<file path="src/rtl/arb_mux_pkg.sv">
// Shared constants and helpers for the N-way arbitrating output mux.
package arb_mux_pkg;

  localparam int unsigned MODE_SEL = 0;
  localparam int unsigned MODE_RR  = 1;

  // Channel-index width, never below one bit.
  function automatic int unsigned sel_width(input int unsigned n);
    return (n > 1) ? $clog2(n) : 1;
  endfunction

endpackage

</file>
<file path="src/rtl/rr_arbiter.sv">
// Round-robin grant: first requester at or after ptr, wrapping; also computes the next pointer.
module rr_arbiter #(
  parameter int unsigned N  = 8,
  parameter int unsigned IW = 3
) (
  input  logic [N-1:0]  req,
  input  logic [IW-1:0] ptr,
  input  logic          advance,
  output logic [N-1:0]  grant,
  output logic [IW-1:0] grant_idx,
  output logic [IW-1:0] ptr_next
);

  logic        found;
  logic [31:0] c;

  always_comb begin
    grant     = '0;
    grant_idx = '0;
    found     = 1'b0;
    c         = '0;
    for (int unsigned i = 0; i < N; i++) begin
      c = (32'(ptr) + i) % N;
      if (!found && req[c[IW-1:0]]) begin
        found                = 1'b1;
        grant[c[IW-1:0]]     = 1'b1;
        grant_idx            = c[IW-1:0];
      end
    end
  end

  always_comb begin
    ptr_next = ptr;
    if (advance) begin
      ptr_next = (grant_idx == IW'(N - 1)) ? '0 : grant_idx + 1'b1;
    end
  end

endmodule

</file>
<file path="src/rtl/arb_mux_nway.sv">
// N-way channel mux with external-select or round-robin policy and a single output register.
module arb_mux_nway
  import arb_mux_pkg::*;
#(
  parameter int unsigned WIDTH    = 16,
  parameter int unsigned CHANNELS = 8,
  parameter int unsigned MODE     = 1
) (
  input  logic                                clk,
  input  logic                                rst_n,
  input  logic [CHANNELS-1:0]                 in_valid,
  input  logic [CHANNELS*WIDTH-1:0]           in_data,
  output logic [CHANNELS-1:0]                 in_ready,
  input  logic [sel_width(CHANNELS)-1:0]      sel,
  output logic                                out_valid,
  output logic [WIDTH-1:0]                    out_data,
  output logic [sel_width(CHANNELS)-1:0]      out_chan,
  input  logic                                out_ready
);

  localparam int unsigned SelW = sel_width(CHANNELS);

  logic                out_valid_q;
  logic [WIDTH-1:0]    out_data_q;
  logic [SelW-1:0]     out_chan_q;
  logic [SelW-1:0]     rr_ptr_q;
  logic [SelW-1:0]     rr_ptr_d;

  logic                slot_free;
  logic                xfer;
  logic                advance;
  logic [CHANNELS-1:0] sel_oh;
  logic [CHANNELS-1:0] arb_grant;
  logic [SelW-1:0]     arb_idx;
  logic [WIDTH-1:0]    word;
  logic [SelW-1:0]     chan;

  assign slot_free = !out_valid_q || out_ready;
  assign xfer      = |(in_valid & in_ready);
  assign advance   = xfer && (MODE == MODE_RR);

  rr_arbiter #(
    .N  (CHANNELS),
    .IW (SelW)
  ) u_rr_arbiter (
    .req       (in_valid),
    .ptr       (rr_ptr_q),
    .advance   (advance),
    .grant     (arb_grant),
    .grant_idx (arb_idx),
    .ptr_next  (rr_ptr_d)
  );

  // Out-of-range sel matches no channel, so in_ready stays all-zero.
  always_comb begin
    sel_oh = '0;
    for (int k = 0; k < CHANNELS; k++) begin
      sel_oh[k] = (sel == SelW'(k));
    end
  end

  always_comb begin
    in_ready = '0;
    if (rst_n && slot_free) begin
      in_ready = (MODE == MODE_RR) ? arb_grant : sel_oh;
    end
  end

  always_comb begin
    word = '0;
    for (int k = 0; k < CHANNELS; k++) begin
      if (in_ready[k]) word = word | in_data[k*WIDTH +: WIDTH];
    end
    chan = (MODE == MODE_RR) ? arb_idx : sel;
  end

  always_ff @(posedge clk or negedge rst_n) begin
    if (!rst_n) begin
      out_valid_q <= 1'b0;
      out_data_q  <= '0;
      out_chan_q  <= '0;
      rr_ptr_q    <= '0;
    end else begin
      rr_ptr_q <= rr_ptr_d;
      if (xfer) begin
        out_valid_q <= 1'b1;
        out_data_q  <= word;
        out_chan_q  <= chan;
      end else if (out_ready) begin
        out_valid_q <= 1'b0;
      end
    end
  end

  assign out_valid = out_valid_q;
  assign out_data  = out_data_q;
  assign out_chan  = out_chan_q;

endmodule

</file>
<file path="config.mk">
export PLATFORM = sky130hd
export DESIGN_NAME = arb_mux_nway
export DESIGN_NICKNAME = d
export VERILOG_FILES = /design/src/rtl/arb_mux_pkg.sv /design/src/rtl/rr_arbiter.sv /design/src/rtl/arb_mux_nway.sv
export SDC_FILE = /design/constraint.sdc
export NUM_CORES = 1
export LEC_CHECK = 0
export ABC_AREA = 1
export CORE_ASPECT_RATIO = 0.8
export CORE_MARGIN = 3
export CORE_UTILIZATION = 43
export DETAILED_ROUTE_END_ITERATION = 16
export GPL_TIMING_DRIVEN = 0
export PLACE_DENSITY_LB_ADDON = 0.1
export SYNTH_ARGS = -nofsm -noshare
export SYNTH_HDL_FRONTEND = slang
export SYNTH_SLANG_ARGS = --single-unit
</file>
<file path="constraint.sdc">
create_clock -name clk -period 4.8 [get_ports clk]
set_clock_uncertainty 0.2 [all_clocks]
set_input_delay 0.96 -clock clk [delete_from_list [all_inputs] [get_ports clk]]
set_output_delay 0.96 -clock clk [all_outputs]
set_load 0.1 [all_outputs]
</file>
==> results.txt <==
The worst setup path is launched from an input port. The H-tree depth reported by CTS came out at 1. The number of max-cap violations came out at 0.

The area of the die is 9740 µm². The least setup slack across all paths after layout is 76.2 ps. For this run, design rule violations remaining after detail routing come to 0. The clock tree buffer depth is 2.

For the pin with the worst max-slew slack, the measured transition is 1020 ps. The initial antenna violation count came to 0. The signal on the critical path passes through clkdlybuf4s50_1, nand2_1, nand3_1, nand3_2, nand2_2, buf_6, inv_4, nand3_2, nor2_4, nand3_1, nand3_1, nor2_2, nand3_4, buf_4, and2_1, buf_8. The floorplan core area came out at 8130 µm².

The most used cell along the critical path is nand3_1. During placement, the flow inserted port buffers numbering 166. Adding up every negative setup slack in the final design gives 0 ps. The die is 110 µm wide. The vertical extent of the die came out at 88.9 µm.

For this design the ratio of total power to cell area is 801 nW/µm². The relative slew slack is 32.0%. The category of the worst setup path capture point is an output port. Counting tap cells, the placed design contains a total of 943 instances. The run finished with clean final reports. After synthesis, the share of flip-flops with an asynchronous set or reset is 100%. The global routing usage summed across all routing layers came out at 34.3%. The tree is rooted in a clkbuf_8. The critical path arrival came out at 3560 ps. The number of failing hold endpoints at the final stage is 0. The congestion estimate from routability-driven global placement came to 0.946. The filler cells instantiated in the layout total 666.

The pin count of the biggest net entering global routing came out at 25. The max-slew violation total from the final report is 0. The path class of the tightest hold or removal check is register to register. The number of global-route vias before repair is 5154.

The worst setup path category is input port to output port. The number of iterations in the first detailed-routing pass came out at 6. The vias after detailed routing is 5659. The mean instance size in the synthesized netlist came out at 5.52 µm².

The critical path starts at in_valid[7]. Across all hold checks on the routed design, the worst slack comes to 323 ps. The synthesized flop and latch total came out at 23.

The worst path needs 4720 ps of the cycle, external delays included. The required time at the worst-slack endpoint came out at 3640 ps. The number of diodes added for antenna fixing came out at 0. The violation count after the first detailed-routing iteration came out at 848. The standard-cell row count is 29. The share of final-layout standard cells stronger than drive strength 1 came out at 11.9%. The startpoint of the worst-slack reg-to-reg timing path is rr_ptr_q[0]$_DFFE_PN0P_. Summing all placed instances gives a cell area of 5490 µm². The commonest register cell after synthesis is dfrtp_1. The sum of net half-perimeters after detailed placement came out at 13.4 mm.

After detailed routing, the number of vias per cell comes to 5.82. The relative area change from synthesis to final layout is 60.4%. The count of mapped cells out of synthesis is 669. The total non-filler cell area in the finished layout is 5920 µm². At the later pin of the worst-skew pair, clock insertion delay measures 260 ps. The total nets after synthesis is 819.

The worst hold path begins at out_data[13]$_DFFE_PN0P_. IR analysis of the VDD net gives a maximum drop of 0.679 mV. The final layout net count came out at 1015. The clock net sink count came out at 23. The worst stage delay on the critical path came out at 480 ps. The first global-routing pass estimated 26.1 mm of wire. The count of unique library cells instantiated by Yosys came out at 32. The critical-path maximum fanout came out at 10. The leakage power summed over all cells came out at 0.00292 µW.

The total overflow left after global routing is 0. The post-synthesis instance area is 3690 µm². The initial standard-cell utilization of the core came out at 45.4%. The total routed wirelength came out at 17.4 mm. After detailed routing, the average wire length per cell comes to 17.9 µm. The buffer and inverter count on the worst path is 5. Timing analysis after detailed placement gives a worst setup slack of -1390 ps. The count of flip-flops with a built-in enable after synthesis is 0. The clock transition at the register clock pins on the worst setup and hold paths after CTS is 80 ps. In this design, the largest share of critical-path delay is due to simple AND/OR/NAND/NOR gates.

The worst-path cell with the longest stage delay is clkdlybuf4s50_1. The slack of the worst reg-to-reg path came out at 740 ps. The number of top-level design ports is 170.

TritonCTS built the clock tree. The number of clock buffers added by TritonCTS is 3. The portion of the post-synthesis area used by sequential elements came out at 15.6%.

The number of endpoints failing setup at the final stage came out at 0. The upper clock frequency limit is 212 MHz. The number of standard cells in the final layout excluding fillers came out at 972. The count of yosys warnings during synthesis is 0. In the finished design, the share of the clock period the worst path needs comes to 98.4%. The detail route stage leaves a number of antenna-violating nets equal to 0.
sequential cells by signal, indices dropped and copies added (netlist names):
| register | count |
|---|---|
| out_chan | 3 |
| out_data | 16 |
| out_valid | 1 |
| rr_ptr_q | 3 |
worst reg2reg max path, stage by stage, from the launching register on:
cell and delay [ps]:
dfrtp_2 450, inv_2 100, buf_6 150, buf_4 200, ha_2 340, inv_2 110, clkbuf_1 490, nor3_1 170
nand2_1 100, nand2_1 50, nor2_1 100, nand3_1 80, nor2_1 190, nand3_4 220, buf_4 250, nand3_1 80
nand2_1 90, nor2_4 200, nand2_4 90, buf_6 150, nand2_1 80, nand2_1 70
cells in the final DEF, fill, tap and decap left out, types with 7 or more instances in the layout:
cell type	synthesis	routed
clkbuf_1	15	14
nand2_1	210	209
nor2_1	63	62
buf_4	7	40
nand3_4	0	8
dfrtp_1	23	22
clkdlybuf4s50_1	0	156
ha_1	8	7
nor3_1	24	24
buf_6	6	8
inv_1	24	22
and2_1	8	8
nand3_1	216	215
stage by stage:
stage / total power [µW] / utilization [%]
6_report: 4740 / 72.8
5_1_grt: 5030 / 72.8
4_1_cts: 4250 / 69.8
2_1_floorplan: 2910 / -
3_5_place_dp: 3960 / 67.5
3_3_place_gp: 3910 / 67.5
per-layer routing:
layer  GRT usage [%]  up-vias  share of wire (%)
li1                -     2621                  -
met1            46.4     2578                 40
met2            55.9      405                 46
met3            6.56       55                 11
met4            9.40        0                2.7
met5               0        -                  0
logic make-up (layout without fill, tap and decap cells):
family	after synthesis	after routing	share of synthesized area, %
AO/OA/AOI/OAI	16	16	3.05
AND/OR/NAND/NOR	550	550	69.0
adder cells (fa/ha/maj)	8	8	2.71
buffers and inverters	72	267	9.63
flip-flops	23	23	15.6
final cells by class:
class | instances | area (µm²) | area share [%]
multi-input cells | 574 | 2870 | 48.4
plain buffers | 38 | 234 | 3.95
flip-flops and latches | 23 | 577 | 9.74
repair buffers | 196 | 1950 | 32.9
well taps | 108 | 135 | 2.28
clock buffers | 4 | 45.0 | 0.761
inverters | 29 | 118 | 1.99
worst paths after layout:
path                                       endpoint  cells past startpoint
max                                     in_ready[7]                     16
min                        out_data[13]$_DFFE_PN0P_                      2
max reg2reg                 out_data[3]$_DFFE_PN0P_                     21
min reg2reg                out_data[13]$_DFFE_PN0P_                      2
max in group asynchronous   rr_ptr_q[0]$_DFFE_PN0P_                      1
min in group asynchronous   out_chan[1]$_DFFE_PN0P_                      1
cell usage after synthesis (5+ instances only):
master	instances	share of area [%]
and2_1	8	1.4
buf_1	6	0.61
buf_2	9	1.2
buf_4	7	1.4
buf_6	6	1.8
clkbuf_1	15	1.5
dfrtp_1	23	16
ha_1	8	2.7
inv_1	24	2.4
nand2_1	210	21
nand3_1	216	29
nand3_2	12	3.3
nor2_1	63	6.4
nor2_4	5	1.5
nor3_1	24	3.3
o21ai_0	6	0.81
repair_timing:
action,CTS,global route
hold buffers,0,0
pin swaps,4,6
gates resized for setup,79,18
gates cloned,0,0
endpoints found under the setup margin,8,8
buffers inserted,5,25
power by group:
part | internal [µW] | total (µW) | switching [µW] | leakage, µW
clock | 59.2 | 118 | 59.0 | 0.0000228
sequential | 271 | 322 | 50.8 | 0.000300
combinational | 1420 | 4300 | 2890 | 0.00259
Note: power is estimated with default switching activity, not from simulation.
